$ cat src/rtl/cpu_pkg.sv
// Shared encodings for the 8-bit Von Neumann CPU: opcodes, control-FSM states
// and the datapath mux/ALU select codes used by both control and datapath.
package cpu_pkg;

    localparam logic [3:0] OP_ADD = 4'h0;
    localparam logic [3:0] OP_SUB = 4'h1;
    localparam logic [3:0] OP_AND = 4'h2;
    localparam logic [3:0] OP_OR  = 4'h3;
    localparam logic [3:0] OP_LI  = 4'h4;
    localparam logic [3:0] OP_LD  = 4'h5;
    localparam logic [3:0] OP_ST  = 4'h6;
    localparam logic [3:0] OP_MOV = 4'h7;
    localparam logic [3:0] OP_JMP = 4'h8;
    localparam logic [3:0] OP_JZ  = 4'h9;
    localparam logic [3:0] OP_JN  = 4'hA;
    localparam logic [3:0] OP_HLT = 4'hF;

    localparam logic [2:0] ST_FETCH  = 3'd0;
    localparam logic [2:0] ST_DECODE = 3'd1;
    localparam logic [2:0] ST_IMM    = 3'd2;
    localparam logic [2:0] ST_EXEC   = 3'd3;
    localparam logic [2:0] ST_HALT   = 3'd4;

    localparam logic [1:0] ALU_ADD = 2'b00;
    localparam logic [1:0] ALU_SUB = 2'b01;
    localparam logic [1:0] ALU_AND = 2'b10;
    localparam logic [1:0] ALU_OR  = 2'b11;

    localparam logic [1:0] ADDR_PC   = 2'b00;
    localparam logic [1:0] ADDR_IMM  = 2'b01;
    localparam logic [1:0] ADDR_SREG = 2'b10;

    localparam logic [1:0] REG_ALU  = 2'b00;
    localparam logic [1:0] REG_IMM  = 2'b01;
    localparam logic [1:0] REG_DIN  = 2'b10;
    localparam logic [1:0] REG_SREG = 2'b11;

    // Instructions that carry an immediate byte after the opcode byte.
    function automatic logic is_two_byte(input logic [3:0] op);
        case (op)
            OP_LI, OP_LD, OP_ST, OP_JMP, OP_JZ, OP_JN: is_two_byte = 1'b1;
            default:                                   is_two_byte = 1'b0;
        endcase
    endfunction

endpackage

$ cat src/rtl/cpu_control.sv
// Multi-cycle control FSM: FETCH -> DECODE -> [IMM] -> EXEC, plus HALT.
// All strobes are decoded combinationally from state and the IR opcode.
module cpu_control
    import cpu_pkg::*;
(
    input  logic       clk,
    input  logic       rst_n,
    input  logic [7:0] irvalue,
    input  logic       zero,
    input  logic       negative,
    output logic       irload,
    output logic       imload,
    output logic       pcsel,
    output logic       pcload,
    output logic       readwrite,
    output logic       dwrite,
    output logic [1:0] addrsel,
    output logic [1:0] regsel,
    output logic [1:0] aluop,
    output logic [1:0] dregsel,
    output logic [1:0] sregsel,
    output logic       halted,
    output logic [7:0] instr_count
);

    logic [2:0] state, state_nx;
    logic       zf, nf;
    logic [7:0] cnt;
    logic [3:0] op;

    assign op = irvalue[7:4];

    always_comb begin
        state_nx = ST_FETCH;
        case (state)
            ST_FETCH:  state_nx = ST_DECODE;
            ST_DECODE: begin
                if (op == OP_HLT)        state_nx = ST_HALT;
                else if (is_two_byte(op)) state_nx = ST_IMM;
                else                      state_nx = ST_EXEC;
            end
            ST_IMM:    state_nx = ST_EXEC;
            ST_EXEC:   state_nx = ST_FETCH;
            ST_HALT:   state_nx = ST_HALT;
            default:   state_nx = ST_FETCH;
        endcase
    end

    always_ff @(posedge clk) begin
        if (!rst_n) begin
            state <= ST_FETCH;
            zf    <= 1'b0;
            nf    <= 1'b0;
            cnt   <= 8'h00;
        end else begin
            state <= state_nx;
            if (state == ST_EXEC) begin
                cnt <= cnt + 8'h01;
                if (op <= OP_OR) begin
                    zf <= zero;
                    nf <= negative;
                end
            end
        end
    end

    // Reset overrides every output, including the register-index passthroughs.
    always_comb begin
        irload      = 1'b0;
        imload      = 1'b0;
        pcsel       = 1'b0;
        pcload      = 1'b0;
        readwrite   = 1'b0;
        dwrite      = 1'b0;
        addrsel     = ADDR_PC;
        regsel      = REG_ALU;
        aluop       = ALU_ADD;
        dregsel     = 2'b00;
        sregsel     = 2'b00;
        halted      = 1'b0;
        instr_count = 8'h00;
        if (rst_n) begin
            dregsel     = irvalue[3:2];
            sregsel     = irvalue[1:0];
            instr_count = cnt;
            case (state)
                ST_FETCH: begin
                    irload = 1'b1;
                    pcload = 1'b1;
                end
                ST_IMM: begin
                    imload = 1'b1;
                    pcload = 1'b1;
                end
                ST_EXEC: begin
                    case (op)
                        OP_ADD, OP_SUB, OP_AND, OP_OR: begin
                            aluop  = op[1:0];
                            regsel = REG_ALU;
                            dwrite = 1'b1;
                        end
                        OP_LI: begin
                            regsel = REG_IMM;
                            dwrite = 1'b1;
                        end
                        OP_LD: begin
                            addrsel = ADDR_IMM;
                            regsel  = REG_DIN;
                            dwrite  = 1'b1;
                        end
                        OP_ST: begin
                            addrsel   = ADDR_IMM;
                            readwrite = 1'b1;
                        end
                        OP_MOV: begin
                            regsel = REG_SREG;
                            dwrite = 1'b1;
                        end
                        OP_JMP: begin
                            pcsel  = 1'b1;
                            pcload = 1'b1;
                        end
                        OP_JZ: begin
                            pcsel  = 1'b1;
                            pcload = zf;
                        end
                        OP_JN: begin
                            pcsel  = 1'b1;
                            pcload = nf;
                        end
                        default: ;
                    endcase
                end
                ST_HALT: halted = 1'b1;
                default: ;
            endcase
        end
    end

endmodule

$ cat config.mk
export PLATFORM = sky130hd
export DESIGN_NAME = cpu_control
export DESIGN_NICKNAME = d
export VERILOG_FILES = /design/src/rtl/cpu_pkg.sv /design/src/rtl/cpu_control.sv
export SDC_FILE = /design/constraint.sdc
export NUM_CORES = 1
export LEC_CHECK = 0
export BUFFER_PORTS_ARGS = -buffer_cell sky130_fd_sc_hd__buf_4
export CORE_AREA = 2 2 54 46
export DETAILED_ROUTE_END_ITERATION = 8
export DIE_AREA = 0 0 56 48
export GPL_TIMING_DRIVEN = 1
export PLACE_DENSITY = 0.73
export SETUP_SLACK_MARGIN = 0.3
export SLEW_MARGIN = 0
export SYNTH_ARGS = -nofsm -noshare
export SYNTH_HDL_FRONTEND = slang
export SYNTH_SLANG_ARGS = --single-unit
$ cat constraint.sdc
create_clock -name clk -period 1.3 [get_ports clk]
set_input_delay 0.13 -clock clk [delete_from_list [all_inputs] [get_ports clk]]
set_output_delay 0.13 -clock clk [all_outputs]
set_load 0.05 [all_outputs]
==> run summary <==
Counting distinct cell types in the post-synthesis netlist gives 36. The arrival time at the worst endpoint is 1.60 ns. After detailed routing, the total wire length is 3.24 mm. The first global-routing pass estimated 4.78 mm of wire. The area growth from synthesis to layout came out at 98.0%. For this configuration, the core starts out at a cell density of 41.3%. The start-to-end type of the worst setup path is register to output pin. The number of global-route vias before repair is 1042. The count of flip-flops with a built-in enable after synthesis is 0. The worst register-to-register path ends at zf. After synthesis, the mean cell area works out to 7.88 µm².

The DRC marker count from the first detailed-route iteration is 25. The overall power came out at 1160 µW. The number of standard-cell rows in the floorplan came out at 15.

The die is 56 µm wide. Of all nets on the critical path, the largest fanout is 5. The max capacitance violation total is 0. The congestion estimate from routability-driven global placement came to 0.786.

Hold timing on the final database bottoms out at a slack of 0.189 ns. The depth of the worst register-to-register path is 4. Ranked by total cell area, the synthesized netlist is headed by dfxtp_1 30%, and2_1 8.7%, nor3_1 5.2%. After detailed routing, the average wire length per cell comes to 17.0 µm. The startpoint identified for the worst hold timing path is negative. The global-route total usage across every layer is 24.1%. The final reports fail on negative setup slack. Synthesis produced a netlist with a net count of 123. The share of cells above drive strength 1 is 67.9%.

The static leakage is 0.000765 µW. The top cell type by area accounts for 30.0% of the synthesized area. The final-stage net count is 179. Counting every sink on the clock net gives 13.

The first-pass iteration count of the detailed router came out at 5. After technology mapping, the gate count stands at 110. The final worst slack came out at -0.427 ns. The async set or reset register ratio after synthesis came out at 0%. The last element of the critical path is readwrite. The die height came out at 48 µm. The final hold violation count came out at 0. Setup repair after global routing could not meet its margin everywhere. The clock tree from TritonCTS is done. The maximum vdd ir drop came out at 0.000704 V.

The insertion delay to the later sink of the worst-skew pair came out at 0.29 ns. The final-report max-slew violation count is 0. The number of I/O port buffers came out at 35. The region available for standard cell placement spans 2100 µm². The die covers 2690 µm². The final critical-path share of the clock period came out at 133%.

The tree is rooted in a clkbuf_4. Static timing analysis puts the maximum clock frequency at 579 MHz. The critical path starts at state[2]. The aggregate global routing overflow came out at 0. The data required time at the worst endpoint came out at 1.17 ns.

The most used flip-flop cell after synthesis is dfxtp_1. The maximum root-to-sink buffer count is 2. The worst setup path is launched from a register. The post-detailed-route via-to-cell ratio is 5.65.

The largest net degree at the start of global routing is 14. The detailed-route via count is 1074. In this run the number of H-tree levels came out at 1. The number of warnings issued by yosys came out at 0. The run finished, with violations left.

The minimum clock period after layout is 1.73 ns. The post-synthesis sequential element count is 13. The worst hold path belongs to the class input port to register. The final core utilization came out at 81.7%. The clock skew after layout came out at 0.00606 ns. The worst register-to-register path begins at state[2]. In this run the count of I/O pins placed on the die edge is 37. The power per cell area is 677 nW/µm².

The library cell with the largest summed area after synthesis is dfxtp_1. The number of buffers inserted during clock tree synthesis came out at 3. The combined area of all synthesized cells came out at 867 µm². The register-to-register path setup slack came out at -0.10 ns. The remaining number of nets flagged by the antenna check after routing is 0. The number of antenna violations at the first check in global routing came out at 0.

The setup TNS after final layout came out at -3.48 ns. Of the synthesized area, sequential elements account for 30.0%. The CTS clock-pin slew for the worst setup and hold paths is 0.08 ns. The post-detailed-placement half-perimeter wirelength is 1.83 mm. The antenna cell count came out at 0. The setup-violating endpoint count in the final report is 17. The endpoint class of the critical path is an output pin. In the routed design, unresolved DRC markers number 0.
synthesized netlist by cell type, types with 2 or more instances:
cell / number
nor3_1: 9
nor2_1: 6
dfxtp_1: 13
nand2b_1: 3
or4b_1: 2
and3_1: 2
nand2_1: 5
o31ai_1: 2
buf_6: 3
or3_1: 4
and2_1: 12
nand4_1: 3
mux2_2: 2
a21oi_1: 8
xor2_1: 2
o21ai_0: 5
nor4_1: 2
clkbuf_1: 6
inv_1: 4
through the flow:
step / setup WS (ns) / instances / area, µm²
detailed placement: -0.153 / 172 / 1350
global route: -0.495 / 190 / 1720
CTS: -0.423 / 187 / 1670
finish: -0.427 / 190 / 1720
floorplan: -0.372 / 110 / 1040
global placement: -0.125 / 172 / 1350
worst min path at each step:
stage | to | cells after the start
5_1_grt | nf | 3
4_1_cts | nf | 3
3_3_place_gp | nf | 2
3_5_place_dp | nf | 2
6_report | nf | 3
2_1_floorplan | nf | 2
report_power, final:
part	switching, µW	total [µW]	internal (µW)
Combinational	270	470	200
Sequential	18.0	429	411
Clock	144	263	119
cell usage in the layout (no fill, tap or decap), types with 2 or more instances in the layout:
cell type,n
dfxtp_1,2
nand2_1,5
buf_8,8
nor3_4,8
xor2_1,2
and2_4,8
o31ai_1,2
nand2b_4,3
o21ai_0,2
nor4_4,2
inv_1,4
and2_1,4
o21ai_1,2
dfxtp_4,4
clkbuf_4,3
or4b_1,2
nor2_1,5
buf_4,34
a21oi_2,4
mux2_4,2
dfxtp_2,7
buf_6,19
a21oi_1,4
or3_1,3
nand4_1,3
cell families after synthesis:
family,Yosys count,synth area share [%]
buffers and inverters,14,9.09
and+or+nand+nor,56,39.3
other,1,0.432
DFF,13,30.0
AOI/OAI and AO/OA,19,13.0
xor gates and xnor gates,3,3.03
muxes,3,3.75
adders and majority gates,1,1.44
registers in the layout, indices dropped and copies added, names as in the netlist:
signal	cells
nf	1
zf	1
state	3
cnt	8
what timing repair did:
item / 4_1_cts / 5_1_grt
setup endpoints to repair: 32 / 33
hold buffers: 0 / 0
pin swaps: 4 / 1
gates resized for setup: 61 / 9
setup buffers: 11 / 3
area by class of cell:
cell class / count / area [µm²]
well taps: 25 / 31.3
fillers: 122 / 385
multi-input cells: 83 / 771
repair buffers: 61 / 589
inverters: 4 / 15.0
clock buffers: 4 / 26.3
flip-flops and latches: 13 / 284
worst max-delay path, cell delays in order, from the launching register on:
cell and delay (ns):
dfxtp_2 0.33, nand3b_4 0.14, or3_4 0.34, buf_6 0.16
nor4_4 0.14, buf_6 0.19
metal layers:
metal  vias to the layer above  wire length, µm  global-route usage [%]
met5                         -                0                       0
met4                         0               87                    11.9
met3                        13              170                    6.22
met2                        44             1650                    43.3
met1                       521             1320                    27.9
li1                        496                -                       -
No activity file was read; power rests on OpenSTA's default activity.
